## src/rtl/fetch_mem_if_pkg.sv

```systemverilog
// Shared definitions for the fetch/memory-interface stage and the
// control-unit stall logic.
//   state_t    : access sequencer states (IDLE/ACCESS/DONE/ERR)
//   acc_cmd_t  : commit actions captured when an access is launched
//   sext8      : sign-extend an 8-bit branch offset to a word
package fetch_mem_if_pkg;

  localparam int WORD_W = 16;

  typedef enum logic [1:0] {
    IDLE   = 2'd0,
    ACCESS = 2'd1,
    DONE   = 2'd2,
    ERR    = 2'd3
  } state_t;

  // What to do with the returned word at the DONE->IDLE edge.
  typedef struct packed {
    logic ir;   // load IR
    logic rd;   // load rd_data
    logic inc;  // increment PC
  } acc_cmd_t;

  function automatic logic [WORD_W-1:0] sext8(input logic [7:0] v);
    return {{(WORD_W-8){v[7]}}, v};
  endfunction

endpackage

```

## src/rtl/fetch_pc.sv

```systemverilog
// Program counter register.
//   clk, reset : clock, synchronous active-low reset (PC <= RESET_PC)
//   ld         : load PC; sel=1 takes jmp_tgt, sel=0 takes PC+sext(ofs8)
//   inc        : PC <= PC+1 (ld has priority)
//   ofs8       : branch offset, IR[7:0]
//   jmp_tgt    : absolute jump target
//   pc         : current program counter
module fetch_pc
  import fetch_mem_if_pkg::*;
#(
  parameter logic [WORD_W-1:0] RESET_PC = '0
) (
  input  logic              clk,
  input  logic              reset,
  input  logic              ld,
  input  logic              inc,
  input  logic              sel,
  input  logic [7:0]        ofs8,
  input  logic [WORD_W-1:0] jmp_tgt,
  output logic [WORD_W-1:0] pc
);

  always_ff @(posedge clk) begin
    if (!reset)   pc <= RESET_PC;
    else if (ld)  pc <= sel ? jmp_tgt : pc + sext8(ofs8);
    else if (inc) pc <= pc + WORD_W'(1);
  end

endmodule

```

## src/rtl/fetch_mem_if.sv

```systemverilog
// Fetch/memory-interface stage. Holds PC and IR and turns single-cycle
// control strobes into a req/ack access to a wait-state memory, stalling
// the control unit (busy) while the access is outstanding.
//   clk, reset      : clock, synchronous active-low reset
//   pc_ld/pc_inc/pc_sel/jmp_tgt : PC controls
//   ir_ld/s_sel/mw_en : fetch / data read / data write commands
//   adr_sel/reg_adr/st_data    : address source and store data
//   mem_req/mem_we/mem_addr/mem_wdata/mem_ack/mem_rdata : memory port
//   PC, IR, rd_data : architectural outputs
//   busy            : stall to the control unit
//   err             : sticky access timeout, cleared only by reset
module fetch_mem_if
  import fetch_mem_if_pkg::*;
#(
  parameter logic [15:0] RESET_PC = 16'h0000,
  parameter int          TIMEOUT  = 16
) (
  input  logic        clk,
  input  logic        reset,
  input  logic        pc_ld,
  input  logic        pc_inc,
  input  logic        pc_sel,
  input  logic        ir_ld,
  input  logic        adr_sel,
  input  logic        s_sel,
  input  logic        mw_en,
  input  logic [15:0] reg_adr,
  input  logic [15:0] st_data,
  input  logic [15:0] jmp_tgt,
  input  logic        mem_ack,
  input  logic [15:0] mem_rdata,
  output logic        mem_req,
  output logic        mem_we,
  output logic [15:0] mem_addr,
  output logic [15:0] mem_wdata,
  output logic [15:0] PC,
  output logic [15:0] IR,
  output logic [15:0] rd_data,
  output logic        busy,
  output logic        err
);

  localparam int CW = $clog2(TIMEOUT + 1);

  state_t      state, state_n;
  acc_cmd_t    cmd_q;
  logic [CW-1:0] wcnt;
  logic [15:0] data_q;
  logic        cmd;
  logic        pc_ld_en, pc_inc_en;

  assign cmd = ir_ld | s_sel | mw_en;

  // A load is taken whenever it is seen in IDLE; if it accompanies an
  // access, the access still uses the pre-load PC (latched at the same
  // edge) and the later increment is dropped so the load wins.
  assign pc_ld_en  = (state == IDLE) & pc_ld;
  assign pc_inc_en = (state == DONE) & cmd_q.inc;

  fetch_pc #(.RESET_PC(RESET_PC)) u_pc (
    .clk     (clk),
    .reset   (reset),
    .ld      (pc_ld_en),
    .inc     (pc_inc_en),
    .sel     (pc_sel),
    .ofs8    (IR[7:0]),
    .jmp_tgt (jmp_tgt),
    .pc      (PC)
  );

  always_ff @(posedge clk) begin
    if (!reset) state <= IDLE;
    else        state <= state_n;
  end

  always_comb begin
    state_n = state;
    mem_req = 1'b0;
    busy    = 1'b0;
    err     = 1'b0;
    case (state)
      IDLE: begin
        busy = cmd;
        if (cmd) state_n = ACCESS;
      end
      ACCESS: begin
        mem_req = 1'b1;
        busy    = 1'b1;
        if (mem_ack)                        state_n = DONE;
        else if (wcnt == CW'(TIMEOUT - 1))  state_n = ERR;
      end
      DONE: state_n = IDLE;
      ERR: begin
        busy = 1'b1;
        err  = 1'b1;
      end
      default: state_n = IDLE;
    endcase
  end

  always_ff @(posedge clk) begin
    if (!reset) begin
      mem_we    <= 1'b0;
      mem_addr  <= '0;
      mem_wdata <= '0;
      IR        <= '0;
      rd_data   <= '0;
      data_q    <= '0;
      cmd_q     <= '0;
      wcnt      <= '0;
    end else begin
      case (state)
        IDLE: begin
          wcnt <= '0;
          if (cmd) begin
            mem_addr  <= adr_sel ? reg_adr : PC;
            mem_wdata <= st_data;
            mem_we    <= mw_en;
            // A write suppresses any read committed with it.
            cmd_q.ir  <= ir_ld & ~mw_en;
            cmd_q.rd  <= s_sel & ~mw_en;
            cmd_q.inc <= pc_inc & ~pc_ld;
          end
        end
        ACCESS: begin
          wcnt <= wcnt + CW'(1);
          if (mem_ack) data_q <= mem_rdata;
        end
        DONE: begin
          if (cmd_q.ir) IR      <= data_q;
          if (cmd_q.rd) rd_data <= data_q;
        end
        default: ;
      endcase
    end
  end

endmodule

```

## config.mk

```make
export PLATFORM = sky130hd
export DESIGN_NAME = fetch_mem_if
export DESIGN_NICKNAME = d
export VERILOG_FILES = /design/src/rtl/fetch_mem_if_pkg.sv /design/src/rtl/fetch_pc.sv /design/src/rtl/fetch_mem_if.sv
export SDC_FILE = /design/constraint.sdc
export NUM_CORES = 1
export LEC_CHECK = 0
export ABC_AREA = 1
export CAP_MARGIN = 20
export CORE_MARGIN = 3
export CORE_UTILIZATION = 45
export DETAILED_ROUTE_END_ITERATION = 6
export PLACE_DENSITY_LB_ADDON = 0.3
export SYNTH_ARGS = -nofsm -noshare
export SYNTH_HDL_FRONTEND = slang
export SYNTH_HIERARCHICAL = 1
export SYNTH_SLANG_ARGS = --single-unit
```

## constraint.sdc

```tcl
create_clock -name clk -period 2.65 [get_ports clk]
set_input_delay 0.53 -clock clk [delete_from_list [all_inputs] [get_ports clk]]
set_output_delay 0.53 -clock clk [all_outputs]
set_load 0.005 [all_outputs]
```

[Word level (Yosys, flattened, before mapping)]
Index checks and enable logic that the tools add are counted.
Operators by class
  $add $sub $neg: 3
  multipliers: 0
  div/mod/pow operators: 0
  $lt $le $gt $ge: 0
  eq/ne operators: 6
  shift-type cells: 0
  mux-type cells: 12
  bitwise logic cells: 9
  reduce and logical (&&, ||, !) cells: 10
Operator list (count)
  2-to-1 mux 16 bit: 4
  adder 16 x 1 -> 16 bit, second input constant: 1
  adder 16 bit: 1
  case mux 5 bit (2 select lines): 1
  AND reduction 2 bit: 4
  2-to-1 mux 2 bit: 3
  case mux 2 bit (3 select lines): 1
  adder 5 x 1 -> 5 bit, second input constant: 1
  bitwise AND 1 bit: 5
  == test 5 x 4 -> 1 bit, second input constant: 1
  == test 2 bit, second input constant: 2
  nonzero test 2 bit: 2
  inequality test 3 bit, second input constant: 1
  AND reduction 3 bit: 1
  nonzero test 3 bit: 1
  == test 2 x 1 -> 1 bit, second input constant: 1
  logical NOT 2 bit: 1
  2-to-1 mux 1 bit: 2
  inequality test 2 bit, second input constant: 1
  inverter 1 bit: 2
  OR 1 bit: 2
  case mux 1 bit (2 select lines): 1
  OR reduction 2 bit: 1
Word-level totals
  register bits after elaboration: 107
  bits in latches: 0
  bits in writable memories: 0
  memory bits (read-only): 0
  input bits: 74
  output and inout bits: 84
  word-level logic and storage cells: 52
  memories kept: 0

[Depth between registers and ports, before layout]
  depth in word-level cells: 4
  gate-level depth with buffers: 12
  depth with buffers taken out: 12

[Cells and area by module]
The synthesis kept the hierarchy.
Modules (own cells, without submodules)
  fetch_mem_if: times used 1, cells an instance 506, area an instance 3802.4 µm², sequential area each 1821.7 µm²
  fetch_pc: times used 1, cells an instance 377, area an instance 2122.0 µm², sequential area each 320.3 µm²

[Worst setup path before layout]
No wires, ideal clock.
  path kind: register to register
  start: register u_pc.pc[0]
  end: register u_pc.pc[8]
  library setup time: 0.070 ns
  arrival: 1.681 ns
  required time: 2.580 ns
  path slack: 0.899 ns
  cell stages (with the launch flop): 10
  path buffers: 0
  clock period less this slack: 1.751 ns
  cells stage by stage: dfxtp_1 ha_1 fa_1 nand2_1 nand2_1 and2_1 a21oi_1 xnor2_1 nand2_1 a21oi_1
On the way
  longest elaborated chain between the ends: 3
  elaborated cells between the ends (all ways): 5
  classes of those cells: add/sub (2); mux (3)
RTL lines
  start: declaration: line fetch_pc.sv:20  | output logic [WORD_W-1:0] pc
  start signal: assignment: line fetch_pc.sv:25  | else if (ld) pc <= sel ? jmp_tgt : pc + sext8(ofs8);
  start signal: assignment: line fetch_pc.sv:26  | else if (inc) pc <= pc + WORD_W'(1);
  adder 16 x 1 -> 16 bit / adder 16 bit (equally long branches): line fetch_pc.sv:26, fetch_pc.sv:25
  2-to-1 mux 16 bit, on equally long branches: line fetch_pc.sv:26, fetch_pc.sv:25
  2-to-1 mux 16 bit (*): line fetch_pc.sv:25
Every way passes the cells marked *; elsewhere a longest branch is shown, timed or not. The select of a mux whose other input is x is not followed.
A chain may end at the register's enable or synchronous reset.

[Worst setup path in the final report]
  start: input mw_en
  end: output busy
On the way
  longest elaborated chain between the ends: 2
RTL lines
  start: declaration: line fetch_mem_if.sv:26  | input logic mw_en,
  OR 1 bit: line fetch_mem_if.sv:52  | assign cmd = ir_ld | s_sel | mw_en;
  case mux 1 bit (2 select lines): line fetch_mem_if.sv:81  | case (state)
  end: declaration: line fetch_mem_if.sv:39  | output logic busy,
Every way passes these cells.

==> flow_summary.json <==
{
  "status": "finished, final reports clean",
  "grt_overflow_total": 0,
  "syn_inst": 883,
  "design.core.area_mm2": 0.0127,
  "drive_gt1_frac": 0.0916,
  "synth.avg_cell_area_um2": 6.71,
  "yosysMostFrequentCell": "nand2_1",
  "slowest_delay_ps": 500,
  "wl_met1_mm": 7.20,
  "port-buffer-count": 157,
  "fin_crit_sh": 0.884,
  "synth_edf_count": 0,
  "grt_antenna_before_repair": 0,
  "fin_util": 0.624,
  "rows": 41,
  "antenna_cells": 0,
  "dieArea_mm2": 0.0146,
  "drc": 0,
  "die_x_um": 121,
  "cts_num_sinks": 107,
  "nets": 1125,
  "gp_congestion": 0.884,
  "ys_seq_elements": 107,
  "vias_per_cell": 4.88,
  "place_area_mm2": 0.00762,
  "synth.net_count": 976,
  "yosysTopAreaCell": "dfxtp_1",
  "synth_flop_cell": "dfxtp_1",
  "dr_wl_met2_mm": 8.21,
  "post-cts-setup-buffers": 0,
  "fillers": 1243,
  "gr-usage-all-layers": 0.225,
  "start_util": 0.466,
  "synth_cell_types": 42,
  "routed.top_layer": "met4",
  "drt.antenna.violating_nets": 0,
  "critical_path_class": "in2out",
  "vdd_drop_max_v": 0.000384,
  "synth_top_area_frac": 0.362,
  "wl_met3_um": 886,
  "clock_skew_ps": 7.83,
  "slew_headroom": 0.540,
  "yosysSeqAreaShare": 0.362,
  "crit_required_ps": 2120,
  "clk-insertion-delay-late_ps": 350,
  "reg2regPathDepth": 8,
  "die_h_um": 121,
  "finalSetupTns_ps": 0,
  "cts_tree": "yes",
  "clockBufferDepth": 2,
  "synthTopCellsByArea": "dfxtp_1, nand2_1, nor2_1",
  "grt_pass1_vias": 5473,
  "via_count": 5902,
  "synth_warnings": 6,
  "path_cells": "clkdlybuf4s50_1 -> inv_1 -> nand2_2 -> nand2_2 -> nand2_1 -> clkdlybuf4s50_1",
  "drtIter0Drc": 443,
  "setup_violations": 0,
  "htreeDepth": 3,
  "grt_start_max_net_pins": 54,
  "hold_viol_final": 0,
  "max_freq_ghz": 0.427,
  "clk_pin_slew_ps": 70,
  "holdPathStages": 2,
  "start_kind": "input pin",
  "grt_pass1_wl_mm": 26.9,
  "syn2layout_area_growth_pct": 34.0,
  "drv_slew": 0,
  "critPathSlowestCell": "clkdlybuf4s50_1",
  "hold_buffers": 0,
  "cap_violations": 0,
  "synthArstFlopShare": 0,
  "pin_count": 158,
  "min_path_type": "reg2reg",
  "path_max_fanout": 3,
  "critPathArrivalTime_ps": 1810,
  "post_cts_resized": 0,
  "endpoint_kind": "output port",
  "p_per_area_mw_per_mm2": 514,
  "synth_common_cells": "nand2_1, nor2_1, dfxtp_1, inv_1, o21ai_0",
  "numCtsBuffers": 9,
  "synth.cell_area_mm2": 0.00592,
  "routed_wl_mm": 16.5,
  "first_pass_iters": 6,
  "cts_root_buffer": "clkbuf_16",
  "period_minus_slack_ps": 2340,
  "dp_hpwl_mm": 11.9,
  "rsz0062_at_grt": "false",
  "p_leak_nw": 3.48,
  "fin_area_mm2": 0.00794,
  "wire_per_inst_um": 13.6,
  "worst_slew_pin_slew_ps": 689
}
==> path summary, 6_finish.rpt <==
check,from,to,slack (ps)
hold / removal,mem_wdata[0],mem_wdata[0],460
setup / recovery,mw_en,busy,310
setup reg to reg,state[1],u_pc/pc[5],550
hold reg to reg,mem_wdata[0],mem_wdata[0],460
==> power breakdown <==
group	switching [mW]	internal, mW	leakage, nW	total (mW)
Clock	0.660	0.762	0.157	1.42
Sequential	0.0944	1.71	0.876	1.81
Combinational	0.431	0.419	2.45	0.850
Total	1.19	2.90	3.48	4.08
==> metrics by stage <==
step	std cells	setup slack (ps)	total power [mW]	hold WS (ps)
after CTS	1209	300	4.12	464
after floorplan	883	899	2.28	439
after global placement	1193	307	2.68	449
after global routing	1209	234	4.29	485
final	1209	307	4.08	462
after detailed placement	1193	317	2.70	452
==> area by class of cell <==
cell class,instances,area (um2),area share
clock buffer,9,225,0.0284
clock inverter,7,95.1,0.0120
inverter,110,425,0.0536
multi-input combinational,631,3140,0.395
sequential,107,2140,0.270
tap,172,215,0.0271
timing repair buffer,173,1700,0.214
==> cells by family after synthesis <==
family | count (synthesis) | synth area share
xor+xnor | 9 | 0.0133
fa+ha+maj | 19 | 0.0414
flops | 107 | 0.362
simple gates | 448 | 0.333
compound gates | 155 | 0.142
buf+inv | 145 | 0.109
==> metal layers <==
| metal | up-vias | global-route usage |
|---|---|---|
| li1 | 3090 | - |
| met1 | 2637 | 0.287 |
| met2 | 163 | 0.392 |
| met3 | 12 | 0.0477 |
| met4 | 0 | 0.0496 |
| met5 | - | 0 |
==> critical path: cells and delay by family <==
family,cells,cell delay [ps]
AND/OR/NAND/NOR,3,230
buffers and inverters,3,1040
==> placed cells by master, fill, tap and decap left out, types with 4 or more instances in the layout <==
| cell | instances |
|---|---|
| inv_2 | 7 |
| nor2_2 | 13 |
| clkbuf_16 | 9 |
| nand2_1 | 201 |
| clkdlybuf4s50_1 | 156 |
| a21oi_2 | 12 |
| xor2_1 | 5 |
| o21ai_1 | 23 |
| buf_4 | 15 |
| dfxtp_1 | 107 |
| o21ai_0 | 59 |
| nor3_1 | 9 |
| nor2_1 | 139 |
| nand3_1 | 49 |
| nand2_2 | 14 |
| inv_1 | 100 |
| a21oi_1 | 52 |
| nor2_4 | 4 |
| xnor2_1 | 4 |
| ha_1 | 18 |
==> registers in the layout, indices dropped and copies added, names as in the netlist <==
signal	cells
rd_data	16
u_pc/pc	16
mem_we	1
state	2
IR	16
wcnt	5
data_q	16
mem_addr	16
cmd_q	3
mem_wdata	16
(Power assumes the default switching activity.)
